**config.mk**
```make
export PLATFORM = sky130hd
export DESIGN_NAME = reg_bank_flat
export DESIGN_NICKNAME = d
export VERILOG_FILES = /design/src/rtl/reg_bank_pkg.sv /design/src/rtl/reg_bank_if.sv /design/src/rtl/reg_bank_clr_seq.sv /design/src/rtl/reg_bank.sv /design/src/flat_wrapper.sv
export SDC_FILE = /design/constraint.sdc
export NUM_CORES = 1
export LEC_CHECK = 0
export BUFFER_PORTS_ARGS = -buffer_cell sky130_fd_sc_hd__buf_4
export CORE_UTILIZATION = 50
export DETAILED_ROUTE_END_ITERATION = 6
export PLACE_DENSITY = 0.69
export SETUP_SLACK_MARGIN = 0.3
export SYNTH_ARGS = -nofsm -noshare
export SYNTH_HDL_FRONTEND = slang
export SYNTH_SLANG_ARGS = --single-unit
```
**constraint.sdc**
```tcl
create_clock -name clk -period 3.6 [get_ports clk]
set_input_delay 0.72 -clock clk [delete_from_list [all_inputs] [get_ports clk]]
set_output_delay 0.72 -clock clk [all_outputs]
set_load 0.05 [all_outputs]
```
**src/rtl/reg_bank_pkg.sv**
```systemverilog
`default_nettype none
//============================================================================
// Module : reg_bank_pkg
// Brief  : Shared sequencer state type and default geometry for reg_bank.
// Rev    : 1.0
//============================================================================
package reg_bank_pkg;

    localparam int unsigned c_dw_default = 8;
    localparam int unsigned c_aw_default = 4;

    typedef enum logic [0:0] {
        IDLE  = 1'b0,
        CLEAR = 1'b1
    } seq_state_e;

endpackage
`default_nettype wire

```
**src/rtl/reg_bank_if.sv**
```systemverilog
`default_nettype none
//============================================================================
// Module : reg_bank_if
// Brief  : Read/write/clear bus of reg_bank; master drives, slave is the bank.
// Rev    : 1.0
//============================================================================
interface reg_bank_if
    import reg_bank_pkg::*;
#(
    parameter int unsigned DW = c_dw_default,
    parameter int unsigned AW = c_aw_default
) ();

    logic [AW-1:0] rd_a_addr;
    logic [AW-1:0] rd_b_addr;
    logic [DW-1:0] rd_a_data;
    logic [DW-1:0] rd_b_data;
    logic          wr_en;
    logic [AW-1:0] wr_addr;
    logic [DW-1:0] wr_data;
    logic          clr_req;
    logic          busy;

    modport master (
        output rd_a_addr, rd_b_addr, wr_en, wr_addr, wr_data, clr_req,
        input  rd_a_data, rd_b_data, busy
    );

    modport slave (
        input  rd_a_addr, rd_b_addr, wr_en, wr_addr, wr_data, clr_req,
        output rd_a_data, rd_b_data, busy
    );

endinterface
`default_nettype wire

```
**src/rtl/reg_bank_clr_seq.sv**
```systemverilog
`default_nettype none
//============================================================================
// Module : reg_bank_clr_seq
// Brief  : Clear sequencer; sweeps clr_ptr over every entry while busy.
// Rev    : 1.0
//============================================================================
module reg_bank_clr_seq
    import reg_bank_pkg::*;
#(
    parameter int unsigned AW = c_aw_default
) (
    input  wire logic          clk,
    input  wire logic          rst,
    input  wire logic          clr_req,
    output logic               busy,
    output logic [AW-1:0]      clr_ptr
);

    localparam logic [AW-1:0] c_last_ptr = '1;

    seq_state_e    state_q, state_d;
    logic [AW-1:0] clr_ptr_q, clr_ptr_d;

    always_ff @(posedge clk) begin
        if (rst) begin
            state_q   <= CLEAR;
            clr_ptr_q <= '0;
        end else begin
            state_q   <= state_d;
            clr_ptr_q <= clr_ptr_d;
        end
    end

    always_comb begin
        state_d   = state_q;
        clr_ptr_d = clr_ptr_q;
        case (state_q)
            IDLE: begin
                if (clr_req) begin
                    state_d   = CLEAR;
                    clr_ptr_d = '0;
                end
            end
            CLEAR: begin
                // The natural wrap of the pointer lands on the exit edge.
                clr_ptr_d = clr_ptr_q + 1'b1;
                if (clr_ptr_q == c_last_ptr) begin
                    state_d = IDLE;
                end
            end
            default: begin
                state_d   = IDLE;
                clr_ptr_d = '0;
            end
        endcase
    end

    assign busy    = (state_q == CLEAR);
    assign clr_ptr = clr_ptr_q;

endmodule
`default_nettype wire

```
**src/rtl/reg_bank.sv**
```systemverilog
`default_nettype none
//============================================================================
// Module : reg_bank
// Brief  : 2-read/1-write register bank with sequenced clear.
//          Optional REG_BANK_BYPASS_EN forwards same-cycle write data to reads.
// Rev    : 1.0
//============================================================================
module reg_bank
    import reg_bank_pkg::*;
#(
    parameter int unsigned DW      = c_dw_default,
    parameter int unsigned AW      = c_aw_default,
    parameter int unsigned ZERO_R0 = 1
) (
    input wire logic clk,
    input wire logic rst,
    reg_bank_if.slave bus
);

    localparam int unsigned c_depth = 2 ** AW;
    localparam bit          c_zero_r0 = (ZERO_R0 != 0);

    logic [DW-1:0] mem_q [c_depth];

    logic          busy;
    logic [AW-1:0] clr_ptr;
    logic          user_wr;
    logic          mem_we;
    logic [AW-1:0] mem_waddr;
    logic [DW-1:0] mem_wdata;
    logic [DW-1:0] rd_a;
    logic [DW-1:0] rd_b;

    reg_bank_clr_seq #(
        .AW (AW)
    ) u_clr_seq (
        .clk     (clk),
        .rst     (rst),
        .clr_req (bus.clr_req),
        .busy    (busy),
        .clr_ptr (clr_ptr)
    );

    always_comb begin
        user_wr   = bus.wr_en && !busy && !bus.clr_req && !rst &&
                    !(c_zero_r0 && (bus.wr_addr == '0));
        mem_we    = 1'b0;
        mem_waddr = bus.wr_addr;
        mem_wdata = bus.wr_data;
        if (busy) begin
            mem_we    = 1'b1;
            mem_waddr = clr_ptr;
            mem_wdata = '0;
        end else if (user_wr) begin
            mem_we    = 1'b1;
        end
    end

    always_ff @(posedge clk) begin
        if (mem_we) begin
            mem_q[mem_waddr] <= mem_wdata;
        end
    end

    always_comb begin
        rd_a = mem_q[bus.rd_a_addr];
        rd_b = mem_q[bus.rd_b_addr];
`ifdef REG_BANK_BYPASS_EN
        if (bus.wr_en && (bus.wr_addr == bus.rd_a_addr)) begin
            rd_a = bus.wr_data;
        end
        if (bus.wr_en && (bus.wr_addr == bus.rd_b_addr)) begin
            rd_b = bus.wr_data;
        end
`endif
        // Zeroing is applied last so it overrides any forwarded data.
        if (busy || (c_zero_r0 && (bus.rd_a_addr == '0))) begin
            rd_a = '0;
        end
        if (busy || (c_zero_r0 && (bus.rd_b_addr == '0))) begin
            rd_b = '0;
        end
    end

    assign bus.rd_a_data = rd_a;
    assign bus.rd_b_data = rd_b;
    assign bus.busy      = busy;

endmodule
`default_nettype wire
```
**src/flat_wrapper.sv**
```systemverilog
// flat-port wrapper written by rule: the top's interface ports become plain ports
module reg_bank_flat import reg_bank_pkg::*;
#(
    parameter int unsigned DW      = c_dw_default,
    parameter int unsigned AW      = c_aw_default,
    parameter int unsigned ZERO_R0 = 1
)
  (clk, rst, bus_rd_a_addr, bus_rd_b_addr, bus_wr_en, bus_wr_addr, bus_wr_data, bus_clr_req, bus_rd_a_data, bus_rd_b_data, bus_busy);
  reg_bank_if #(.DW(DW), .AW(AW)) bus_i ();
  input wire logic clk;
  input wire logic rst;
  input wire logic [$bits(bus_i.rd_a_addr)-1:0] bus_rd_a_addr;
  input wire logic [$bits(bus_i.rd_b_addr)-1:0] bus_rd_b_addr;
  input wire logic [$bits(bus_i.wr_en)-1:0] bus_wr_en;
  input wire logic [$bits(bus_i.wr_addr)-1:0] bus_wr_addr;
  input wire logic [$bits(bus_i.wr_data)-1:0] bus_wr_data;
  input wire logic [$bits(bus_i.clr_req)-1:0] bus_clr_req;
  output wire logic [$bits(bus_i.rd_a_data)-1:0] bus_rd_a_data;
  output wire logic [$bits(bus_i.rd_b_data)-1:0] bus_rd_b_data;
  output wire logic [$bits(bus_i.busy)-1:0] bus_busy;
  assign bus_i.rd_a_addr = bus_rd_a_addr;
  assign bus_i.rd_b_addr = bus_rd_b_addr;
  assign bus_i.wr_en = bus_wr_en;
  assign bus_i.wr_addr = bus_wr_addr;
  assign bus_i.wr_data = bus_wr_data;
  assign bus_i.clr_req = bus_clr_req;
  assign bus_rd_a_data = bus_i.rd_a_data;
  assign bus_rd_b_data = bus_i.rd_b_data;
  assign bus_busy = bus_i.busy;
  reg_bank #(.DW(DW), .AW(AW), .ZERO_R0(ZERO_R0)) u_core (.clk(clk), .rst(rst), .bus(bus_i));
endmodule
```
Word level (Yosys, flattened, before mapping)
Memories as Yosys holds them, arrays and structs flattened.
Cells that the tools add are included.
{"block": "word_totals", "mem_bits_rw": 128, "reg_bits": 5, "word_cells": 33, "output_inout_bits": 17, "n_memories": 1, "input_bits": 24}
{"block": "classes", "bitwise_logic": 1, "muxes": 13, "n_addsub": 1, "n_reduce_logical": 13, "n_eq_ne": 2}
{"name": "u_core.mem_q", "depth": 16, "word_bits": 8, "read_ports": 2, "rd_ports_with_merged_regs": 0, "write_ports": 1, "line_no": "reg_bank.sv:23", "source": "logic [DW-1:0] mem_q [c_depth];"}
{"cell": "two-way mux 8 bit", "count": 3}
{"cell": "logical NOT 4 bit", "count": 3}
{"cell": "two-way mux 4 bit", "count": 2}
{"cell": "case mux 4 bit (2 select lines)", "count": 1}
{"cell": "two-way mux 1 bit", "count": 6}
{"cell": "adder 4 x 1 -> 4 bit, second input constant", "count": 1}
{"cell": "equality test 4 bit, second input constant", "count": 1}
{"cell": "logical AND 1 bit", "count": 4}
{"cell": "logical NOT 1 bit", "count": 4}
{"cell": "logical OR 1 bit", "count": 2}
{"cell": "inequality test 2 bit, second input constant", "count": 1}
{"cell": "case mux 1 bit (2 select lines)", "count": 1}
{"cell": "inverter 1 bit", "count": 1}

Logic depth before layout (Yosys ltp)
Gate-level depths: netlist of the first run.
{"block": "depth", "depth_word": 9, "ltp_mapped": 7, "mapped_depth_nobuf": 4}

Modules after synthesis
From an unflattened synthesis of the first run, not the netlist that was laid out.
{"block": "hier_totals", "hier_cells": 385, "hier_area_um2": 6172.2}
{"module": "reg_bank", "seq_area_each_um2": 3603.5, "n_inst": 1, "area_per_inst_um2": 5950.7, "cells_per_inst": 361}
{"module": "reg_bank_clr_seq", "seq_area_each_um2": 100.1, "n_inst": 1, "area_per_inst_um2": 221.5, "cells_per_inst": 24}

Least setup slack after synthesis of the first run
OpenSTA, ideal clock, no wires.
{"block": "synth_timing", "kind": "input to output", "startpoint": "in bus_rd_b_addr[0]", "endpoint": "out bus_rd_b_data[4]", "t_arrival_ps": 2799, "required_time_ps": 2880, "n_path_buf": 2, "path_slack_ps": 81, "cell_stages": 5, "path_cell_list": "clkbuf_1 -> inv_1 -> buf_1 -> nor2_1 -> o32ai_1"}
{"block": "synth_via", "elab_chain_len": 3, "word_cells_on_any_way": 4, "cone_classes": "1 x mux; 2 x reduce/logical; 1 x memory"}
{"element": "from (decl)", "line_no": "flat_wrapper.sv:13", "source": "input wire logic [$bits(bus_i.rd_b_addr)-1:0] bus_rd_b_addr;"}
{"element": "parallel branches: the longest is 2 deep, another holds memory read (16 x 8 bit)"}
{"element": "two-way mux 8 bit (*)", "line_no": "reg_bank.sv:80", "source": "if (busy || (c_zero_r0 && (bus.rd_b_addr == '0))) begin"}
{"element": "to (decl)", "line_no": "flat_wrapper.sv:19", "source": "output wire logic [$bits(bus_i.rd_b_data)-1:0] bus_rd_b_data;"}
Every way passes the cells marked *.

Worst setup path after layout of the first run
{"block": "layout_timing", "startpoint": "in bus_rd_a_addr[1]", "endpoint": "out bus_rd_a_data[3]"}
{"block": "layout_via", "elab_chain_len": 3, "word_cells_on_any_way": 4, "cone_classes": "1 x mux; 2 x reduce/logical; 1 x memory"}
{"element": "from (decl)", "line_no": "flat_wrapper.sv:12", "source": "input wire logic [$bits(bus_i.rd_a_addr)-1:0] bus_rd_a_addr;"}
{"element": "parallel branches: the longest is 2 deep, another holds memory read (16 x 8 bit)"}
{"element": "two-way mux 8 bit (*)", "line_no": "reg_bank.sv:77", "source": "if (busy || (c_zero_r0 && (bus.rd_a_addr == '0))) begin"}
{"element": "to (decl)", "line_no": "flat_wrapper.sv:18", "source": "output wire logic [$bits(bus_i.rd_a_data)-1:0] bus_rd_a_data;"}
Marked as above.

==> results of run 1 <==
[final cells by class]
cell class	instances	area [µm²]	area share
flip-flops and latches	125	3700	0.510
multi-input cells	208	2290	0.316
repair buffers	63	477	0.0656
well taps	147	184	0.0253
clock buffers	18	439	0.0605
inverters	5	18.8	0.00258
clock inverters	14	145	0.0200
[metrics by stage]
stage                     area (µm²)  instances  hold slack, ns  total power, µW   util
after floorplan                 6180        367           0.568             1810      -
after global placement          6670        548           0.604             1880  0.558
after detailed placement        6670        548           0.609             1880  0.558
after CTS                       7260        580           0.505             3530  0.607
after global routing            7260        580           0.505             3610  0.607
final                           7260        580           0.520             3510  0.607
[registers in the layout (all words and copies together), names as in the netlist]
register                  cells
u_core.mem_q                120
u_core.u_clr_seq.busy         1
u_core.u_clr_seq.clr_ptr      4
[synth_stat cells (all sizes together), types with 7 or more instances]
cell type | count | area share
a22o | 7 | 0.010
edfxtp | 120 | 0.59
clkbuf | 10 | 0.0063
nand2 | 10 | 0.0061
nor2b | 13 | 0.013
o21ai | 8 | 0.0065
a22oi | 8 | 0.0098
mux4 | 48 | 0.18
buf | 19 | 0.021
a221oi | 7 | 0.010
o32ai | 7 | 0.010
mux2 | 22 | 0.040
nor2 | 31 | 0.019
mux2i | 11 | 0.018
[how the worst min path moves through the flow]
stage | start | end | slack, ns
after floorplan | u_core.u_clr_seq.clr_ptr[0]$_SDFFE_PP0P_ | u_core.u_clr_seq.clr_ptr[0]$_SDFFE_PP0P_ | 0.57
after global placement | u_core.u_clr_seq.clr_ptr[0]$_SDFFE_PP0P_ | u_core.u_clr_seq.clr_ptr[0]$_SDFFE_PP0P_ | 0.60
after detailed placement | u_core.u_clr_seq.clr_ptr[0]$_SDFFE_PP0P_ | u_core.u_clr_seq.clr_ptr[0]$_SDFFE_PP0P_ | 0.61
after CTS | rst | u_core.u_clr_seq.clr_ptr[0]$_SDFFE_PP0P_ | 0.51
after global routing | rst | u_core.u_clr_seq.clr_ptr[1]$_SDFFE_PP0P_ | 0.51
final | rst | u_core.u_clr_seq.clr_ptr[0]$_SDFFE_PP0P_ | 0.52
[report_power, final]
group / internal (µW) / switching [µW] / total (µW)
clock: 1030 / 626 / 1660
combinational: 118 / 122 / 240
sequential: 1600 / 13.8 / 1610
total: 2750 / 761 / 3510
[metal layers]
metal  up-vias  GRT usage  routed length (µm)
li1       1628          -                   -
met3        25     0.0680                 997
met1      1879      0.313                5800
met5         -          0                   0
met2       176      0.390                7150
met4         0      0.103                 348
[cells by family (layout without fill, tap and decap cells)]
family,count (synthesis),count (layout)
flops,125,125
mux,81,81
simple gates,74,74
compound gates,52,52
buf+inv,34,100
fa+ha+maj,1,1
[worst register-to-register path: cells and delay by family (launching register included)]
family	cells	cell delay (ns)
AO/OA/AOI/OAI	1	0.17
buffers and inverters	2	0.59
flip-flops	1	0.49
AND/OR/NAND/NOR	2	0.47
==> out/metrics.yaml, run 1 <==
critical_path:
  cp-end-kind: "output pin"
  rr_startpoint: "u_core.u_clr_seq.busy$_SDFF_PP1_"
  reg2reg_slack_ns: 1.57
  startpoint: "bus_rd_a_addr[1]"
  path_depth: 7
  path_buf_inv: 3
  worst-endpoint-arrival_ns: 2.56
  rr_worst_depth: 5
  path_common_cell: "buf_4"
  slowest_delay_ns: 0.36
  crit_end: "bus_rd_a_data[3]"
  cp.required_ns: 2.88
  start_kind: "primary input"
  path_delay_family: "buffers and inverters"
  r2r-end: "u_core.mem_q[3][1]$_DFFE_PP_"
  crit_chain: "buf_4, buf_4, mux2_2, a22oi_1, o21ai_0, a22o_1, buf_4"
  critPathSlowestCell: "buf_4"
  crit_type: "primary input to output pin"
  cp_max_fo: 23
finish:
  final_common_cell: "edfxtp_1"
  nNetsFinal: 445
  drive_above_1_share: 0.381
  area.growth.synth_to_final_pct: 18.4
  n_antenna_cell: 0
  layout_common_cells: "edfxtp_1, buf_4, mux4_2"
  nFillCells: 877
synth:
  synthFlopType: "edfxtp_1"
  async_flop_share: 0
  synth_warnings: 0
  synth_edf_count: 120
  yosysSeqAreaShare: 0.604
  synth_compound_area_frac: 0.0637
  synthAdderAreaFrac: 0.00204
  synth_area_per_cell_um2: 16.7
  yosys.area_share.simple: 0.0592
  synth_area_mm2: 0.00613
  ys_seq_elements: 125
  synth_top_family_by_area: "multiplexers"
  synthCells: 367
  synth.distinct_cells: 39
  syn_nets: 392
  synth_mux_area_frac: 0.241
  synth_xor_area_frac: 0
floorplanning:
  die_area_mm2: 0.0127
  die_x_um: 113
  io_pins: 41
  core_mm2: 0.0120
  die_h_um: 113
  initial_core_util: 0.513
  core.rowCount: 40
sta:
  max_freq_ghz: 0.305
  final.min_clock_period_ns: 3.28
  setup_viol: 0
  rsz0062_at_grt: "false"
  clock_skew_ns: 0.0136
  finalHoldViolations: 0
  timing.setup.tns_ns: 0
  tightest_slew_ns: 1.07
  period_share: 0.911
  drv_slew: 0
  fin_ws_ns: 0.319
  relSlewSlack: 0.285
clock_network:
  path_clk_slew_ns: 0.06
  cts.root.buffer_cell: "clkbuf_16"
  cts_tree: "built"
  cts_hold_buf: 0
  clockBufferDepth: 2
  post_cts_resize_count: 0
  clock_latency_ns: 0.42
  numCtsBuffers: 17
  clock-sinks: 125
  cts_setup_buffers: 0
  htree_num_levels: 4
flow_run:
  cap_violations: 0
worst_hold_path:
  holdPathStages: 2
  hold_path_class: "primary input to flip-flop"
global_routing:
  grtUsageTotal: 0.243
  grt_overflow: 0
  grt_max_degree: 35
  grt_pass1_wl_um: 21800
  grt_pass1_vias: 3767
  antenna_found_initial: 0
power:
  peakVddDrop_v: 0.000314
  p_leak_uw: 0.00252
  power.density_mw_per_mm2: 483
routing:
  firstDrtPassIters: 5
  drtAntennaViolNets: 0
  drt_iter0_drc: 273
  viasPerCell: 6.39
  wirelength_um: 14300
  vias: 3708
  wl_per_cell_um: 24.6
  drc: 0
place:
  place.gp.congestion: 0.847
  numPortBuffers: 40
  pre_cts_ws_ns: 0.312
  dp_hpwl_um: 9050
outcome:
  outcome: "finished clean"
Note: power is estimated with default switching activity, not from simulation.
==> inputs of run 2 (changes only) <==
Settings changed: BUFFER_PORTS_ARGS -buffer_cell sky130_fd_sc_hd__buf_4 to -buffer_cell sky130_fd_sc_hd__buf_2, CORE_MARGIN from default to 2, SETUP_SLACK_MARGIN 0.3 to 0.5.
==> run 2 against run 1 <==
First-iteration DRC count rose by 11%. Largest cell class unchanged. Utilization rose by 0.32 points. Sequential share of layout area is 0.48 points lower.
==> out/metrics.yaml, run 2 (synthesized netlist as in run 1, its figures left out) <==
clock_network:
  cts.root.buffer_cell: "clkbuf_16"
  htree_num_levels: 4
  clock-sinks: 125
  clockBufferDepth: 2
  cts_tree: "built"
  clock_latency_ns: 0.40
  path_clk_slew_ns: 0.05
  cts_hold_buf: 0
  numCtsBuffers: 17
sta:
  final.min_clock_period_ns: 3.07
  drv_slew: 0
  max_freq_ghz: 0.325
  rsz0062_at_grt: "true"
  clock_skew_ns: 0.00622
  timing.setup.tns_ns: 0
  relSlewSlack: 0.259
  finalHoldViolations: 0
  setup_viol: 0
  tightest_slew_ns: 1.11
  period_share: 0.854
power:
  pwr-share-seq: 0.460
  pwr-share-clk: 0.467
  p_leak_uw: 0.00258
  p_sw_uw: 721
  p_comb_frac: 0.073
  peakVddDrop_v: 0.000293
  sw_frac_of_total: 0.206
  p_int_uw: 2780
  power.density_mw_per_mm2: 477
floorplanning:
  initial_core_util: 0.510
  die_area_mm2: 0.0132
  io_pins: 41
  die_h_um: 115
  core.rowCount: 40
  die_x_um: 115
  core_mm2: 0.0120
critical_path:
  cp.required_ns: 2.88
  slowest_delay_ns: 0.56
  crit_type: "primary input to output pin"
  crit_chain: "clkbuf_4, clkbuf_16, mux4_1, mux2_2, a22o_1, buf_2"
  start_kind: "primary input"
  cp-end-kind: "output pin"
  worst-endpoint-arrival_ns: 2.35
  path_delay_family: "multiplexers"
  path_buf_inv: 3
  cp_max_fo: 8
  critPathSlowestCell: "mux4_1"
finish:
  layout_common_cells: "edfxtp_1, mux4_2, buf_2"
  final_common_cell: "edfxtp_1"
  regArea_mm2: 0.00370
  stdcell_count: 587
  drive_above_1_share: 0.386
  regMostFlops: "u_core.mem_q"
  post-route-util: 0.610
  multi_input_area_mm2: 0.00230
  area.growth.synth_to_final_pct: 19.6
  largest_reg_flops: 120
  nFillCells: 875
  nNetsFinal: 452
  n_antenna_cell: 0
routing:
  highest_layer: "met4"
  viasPerCell: 6.44
  firstDrtPassIters: 5
  wl_per_cell_um: 25.0
  drt_iter0_drc: 303
  vias: 3783
  wirelength_um: 14700
  drtAntennaViolNets: 0
  dr_wl_met3_um: 1030
  met2_length_um: 7300
  drc: 0
  met1_length_um: 5950
place:
  numPortBuffers: 40
  dp_cells: 551
  dp_hpwl_um: 9620
  place.gp.congestion: 0.817
global_routing:
  grt_pass1_wl_um: 22200
  grtUsageTotal: 0.237
  grt_overflow: 0
  grt_pass1_vias: 3845
  antenna_found_initial: 0
  grt_max_degree: 33
worst_hold_path:
  hold_path_class: "primary input to flip-flop"
outcome:
  outcome: "finished clean"
flow_run:
  cap_violations: 0
==> run 2: cell count changes in the layout (fill, tap and decap cells not counted), moves of 2 or more <==
cell / delta
o21ai_1: +2
clkbuf_4: +2
clkbuf_1: +3
buf_4: -38
buf_2: +37
o21ai_0: -2
buf_12: +4
==> run 2: cell type report <==
cell class / count / area share
clock buffer: 22 / 0.0633
clock inverter: 10 / 0.0157
inverter: 5 / 0.00256
multi-input combinational: 208 / 0.314
sequential: 125 / 0.505
tap: 147 / 0.0251
timing repair buffer: 70 / 0.0744
==> run 2: through the flow <==
stage | power [µW] | setup slack [ns] | cell area (µm²) | hold WS, ns
floorplan | 1810 | 0.564 | 6180 | 0.568
global placement | 1870 | 0.485 | 6650 | 0.607
detailed placement | 1880 | 0.460 | 6650 | 0.617
CTS | 3520 | 0.504 | 7290 | 0.552
global route | 3610 | 0.466 | 7330 | 0.551
finish | 3500 | 0.526 | 7330 | 0.565
==> run 2: repair_timing <==
| item | in CTS | in global routing |
|---|---|---|
| gates resized for setup | 1 | 6 |
| setup buffers | 0 | 1 |
| setup endpoints to repair | 5 | 8 |
| cloned | 2 | 1 |
| pin swaps | 0 | 0 |
==> run 2: worst paths after layout <==
| path | slack, ns | start | cells after the start | end |
|---|---|---|---|---|
| setup / recovery | 0.53 | bus_rd_a_addr[1] | 6 | bus_rd_a_data[1] |
| hold / removal | 0.56 | rst | 2 | u_core.u_clr_seq.clr_ptr[1]$_SDFFE_PP0P_ |
| setup reg to reg | 1.63 | u_core.u_clr_seq.busy$_SDFF_PP1_ | 5 | u_core.mem_q[3][3]$_DFFE_PP_ |
| hold reg to reg | 0.64 | u_core.u_clr_seq.clr_ptr[0]$_SDFFE_PP0P_ | 2 | u_core.u_clr_seq.clr_ptr[0]$_SDFFE_PP0P_ |
==> run 2: worst reg2reg max path, delay by kind of cell, from the launching register on <==
family,cells,cell delay (ns)
AND/OR/NAND/NOR,2,0.48
AO/OA/AOI/OAI,1,0.16
flip-flops,1,0.45
buffers and inverters,2,0.57
==> run 2: metal layers <==
metal  GRT usage  vias up
li1            -     1651
met1       0.307     1935
met2       0.385      167
met3      0.0601       30
met4       0.102        0
met5           0        -
==> run 2: power by group through the flow <==
stage               Clock [µW]  Combinational, µW  Sequential (µW)
floorplan                    0                171             1630
CTS                       1660                250             1610
global route              1730                272             1610
detailed placement           0                238             1640
finish                    1630                254             1610
global placement             0                236             1640
==> inputs of run 3 (changes only) <==
Settings changed: CORE_UTILIZATION 50 to 31, CTS_CLUSTER_DIAMETER from default to 200, PLACE_DENSITY 0.69 to 0.47, SLEW_MARGIN from default to 10.
==> run 3 against run 2 <==
Sequential power hardly changed. Combinational power up 2%. Cell area rose by 2.2%. Setup slack worse by 0.0018 ns. Via count about the same.
==> out/metrics.yaml, run 3 (synthesized netlist as in run 1, its figures left out) <==
outcome:
  outcome: "finished clean"
sta:
  clock_skew_ns: 0.00500
  finalHoldViolations: 0
  relSlewSlack: 0.282
  drv_slew: 0
  max_freq_ghz: 0.325
  setup_viol: 0
  period_share: 0.854
  timing.setup.tns_ns: 0
  rsz0062_at_grt: "true"
  tightest_slew_ns: 1.07
  final.min_clock_period_ns: 3.08
  whs_ns: 0.550
global_routing:
  grtUsageTotal: 0.172
  grt_max_degree: 33
  antenna_found_initial: 0
  grt_overflow: 0
  grt_pass1_wl_um: 24900
  grt_pass1_vias: 4010
finish:
  largest_reg_flops: 120
  layout_common_cells: "edfxtp_1, buf_4, mux4_2"
  stdcell_count: 713
  multi_input_area_mm2: 0.00230
  nFillCells: 1805
  regMostFlops: "u_core.mem_q"
  nNetsFinal: 461
  final_common_cell: "edfxtp_1"
  post-route-util: 0.385
  regArea_mm2: 0.00370
  drive_above_1_share: 0.388
  area.growth.synth_to_final_pct: 22.2
  n_antenna_cell: 0
critical_path:
  start_kind: "primary input"
  reg2reg_slack_ns: 1.34
  cp_max_fo: 10
  cp.required_ns: 2.88
  worst-endpoint-arrival_ns: 2.36
  cp-end-kind: "output pin"
  crit_type: "primary input to output pin"
routing:
  dr_wl_met3_um: 953
  met2_length_um: 8280
  met1_length_um: 7310
  vias: 3785
  wl_per_cell_um: 23.7
  drtAntennaViolNets: 0
  wirelength_um: 16900
  viasPerCell: 5.31
  firstDrtPassIters: 5
  drc: 0
  highest_layer: "met4"
  drt_iter0_drc: 293
floorplanning:
  core.rowCount: 51
  io_pins: 41
  core_mm2: 0.0195
  die_x_um: 145
  initial_core_util: 0.315
  die_h_um: 145
  die_area_mm2: 0.0209
clock_network:
  clockBufferDepth: 2
  htree_num_levels: 4
  numCtsBuffers: 17
  cts_tree: "built"
  cts.root.buffer_cell: "clkbuf_16"
  path_clk_slew_ns: 0.05
  clock-sinks: 125
  clock_latency_ns: 0.41
power:
  p_leak_uw: 0.00261
  power.density_mw_per_mm2: 468
  peakVddDrop_v: 0.000337
flow_run:
  cap_violations: 0
place:
  place.gp.congestion: 0.747
  dp_cells: 676
  dp_hpwl_um: 11600
  numPortBuffers: 40
worst_hold_path:
  hold_path_class: "primary input to flip-flop"
## run 3: changes by cell type in the layout (fill, tap and decap cells not counted), moves of 2 or more
cell / change
buf_4: +15
o21ai_1: -2
clkbuf_8: -2
o21ai_0: +2
clkinv_4: -2
clkinv_1: +4
clkinvlp_4: -3
buf_2: -4
## run 3: what timing repair did
item | 4_1_cts | 5_1_grt
hold buffers | 0 | 0
setup endpoints to repair | 12 | 7
resized for setup | 4 | 8
pin swaps | 0 | 0
gates cloned | 0 | 1
setup buffers | 0 | 5
## run 3: final cells by class
class | instances | share of cell area
clock buffers | 20 | 0.0583
clock inverters | 11 | 0.0167
inverters | 5 | 0.00250
multi-input cells | 208 | 0.307
flip-flops and latches | 125 | 0.494
well taps | 265 | 0.0442
repair buffers | 79 | 0.0776
## run 3: report_power, final
group	total, µW	switching (µW)	leakage, µW	internal (µW)
Combinational	259	130	0.00117	128
Sequential	1610	13.9	0.00116	1600
Clock	1630	567	0.000277	1070
## run 3: routing by layer
layer | track usage | up-vias
met4 | 0.0705 | 0
met1 | 0.223 | 1930
met2 | 0.278 | 166
li1 | - | 1664
met5 | 0 | -
met3 | 0.0427 | 25
## run 3: final timing paths
| kind | cells after the start | end | from |
|---|---|---|---|
| hold reg to reg | 2 | u_core.u_clr_seq.clr_ptr[0]$_SDFFE_PP0P_ | u_core.u_clr_seq.clr_ptr[0]$_SDFFE_PP0P_ |
| hold / removal | 2 | u_core.u_clr_seq.clr_ptr[0]$_SDFFE_PP0P_ | rst |
| setup / recovery | 6 | bus_rd_a_data[2] | bus_rd_a_addr[1] |
| setup reg to reg | 5 | u_core.mem_q[10][7]$_DFFE_PP_ | u_core.u_clr_seq.busy$_SDFF_PP1_ |
## run 3: through the flow
stage | cell area [µm²] | power (µW) | worst slack, ns
4_1_cts | 7420 | 3540 | 0.477
3_5_place_dp | 6850 | 1890 | 0.394
6_report | 7490 | 3500 | 0.524
5_1_grt | 7490 | 3630 | 0.483
2_1_floorplan | 6180 | 1810 | 0.564
3_3_place_gp | 6850 | 1890 | 0.391
## run 3: worst max-delay path, cell delays in order
cell      delay (ns)
clkbuf_4        0.18
buf_12          0.17
mux4_1          0.57
mux2_2          0.27
a22o_1          0.21
buf_2           0.22
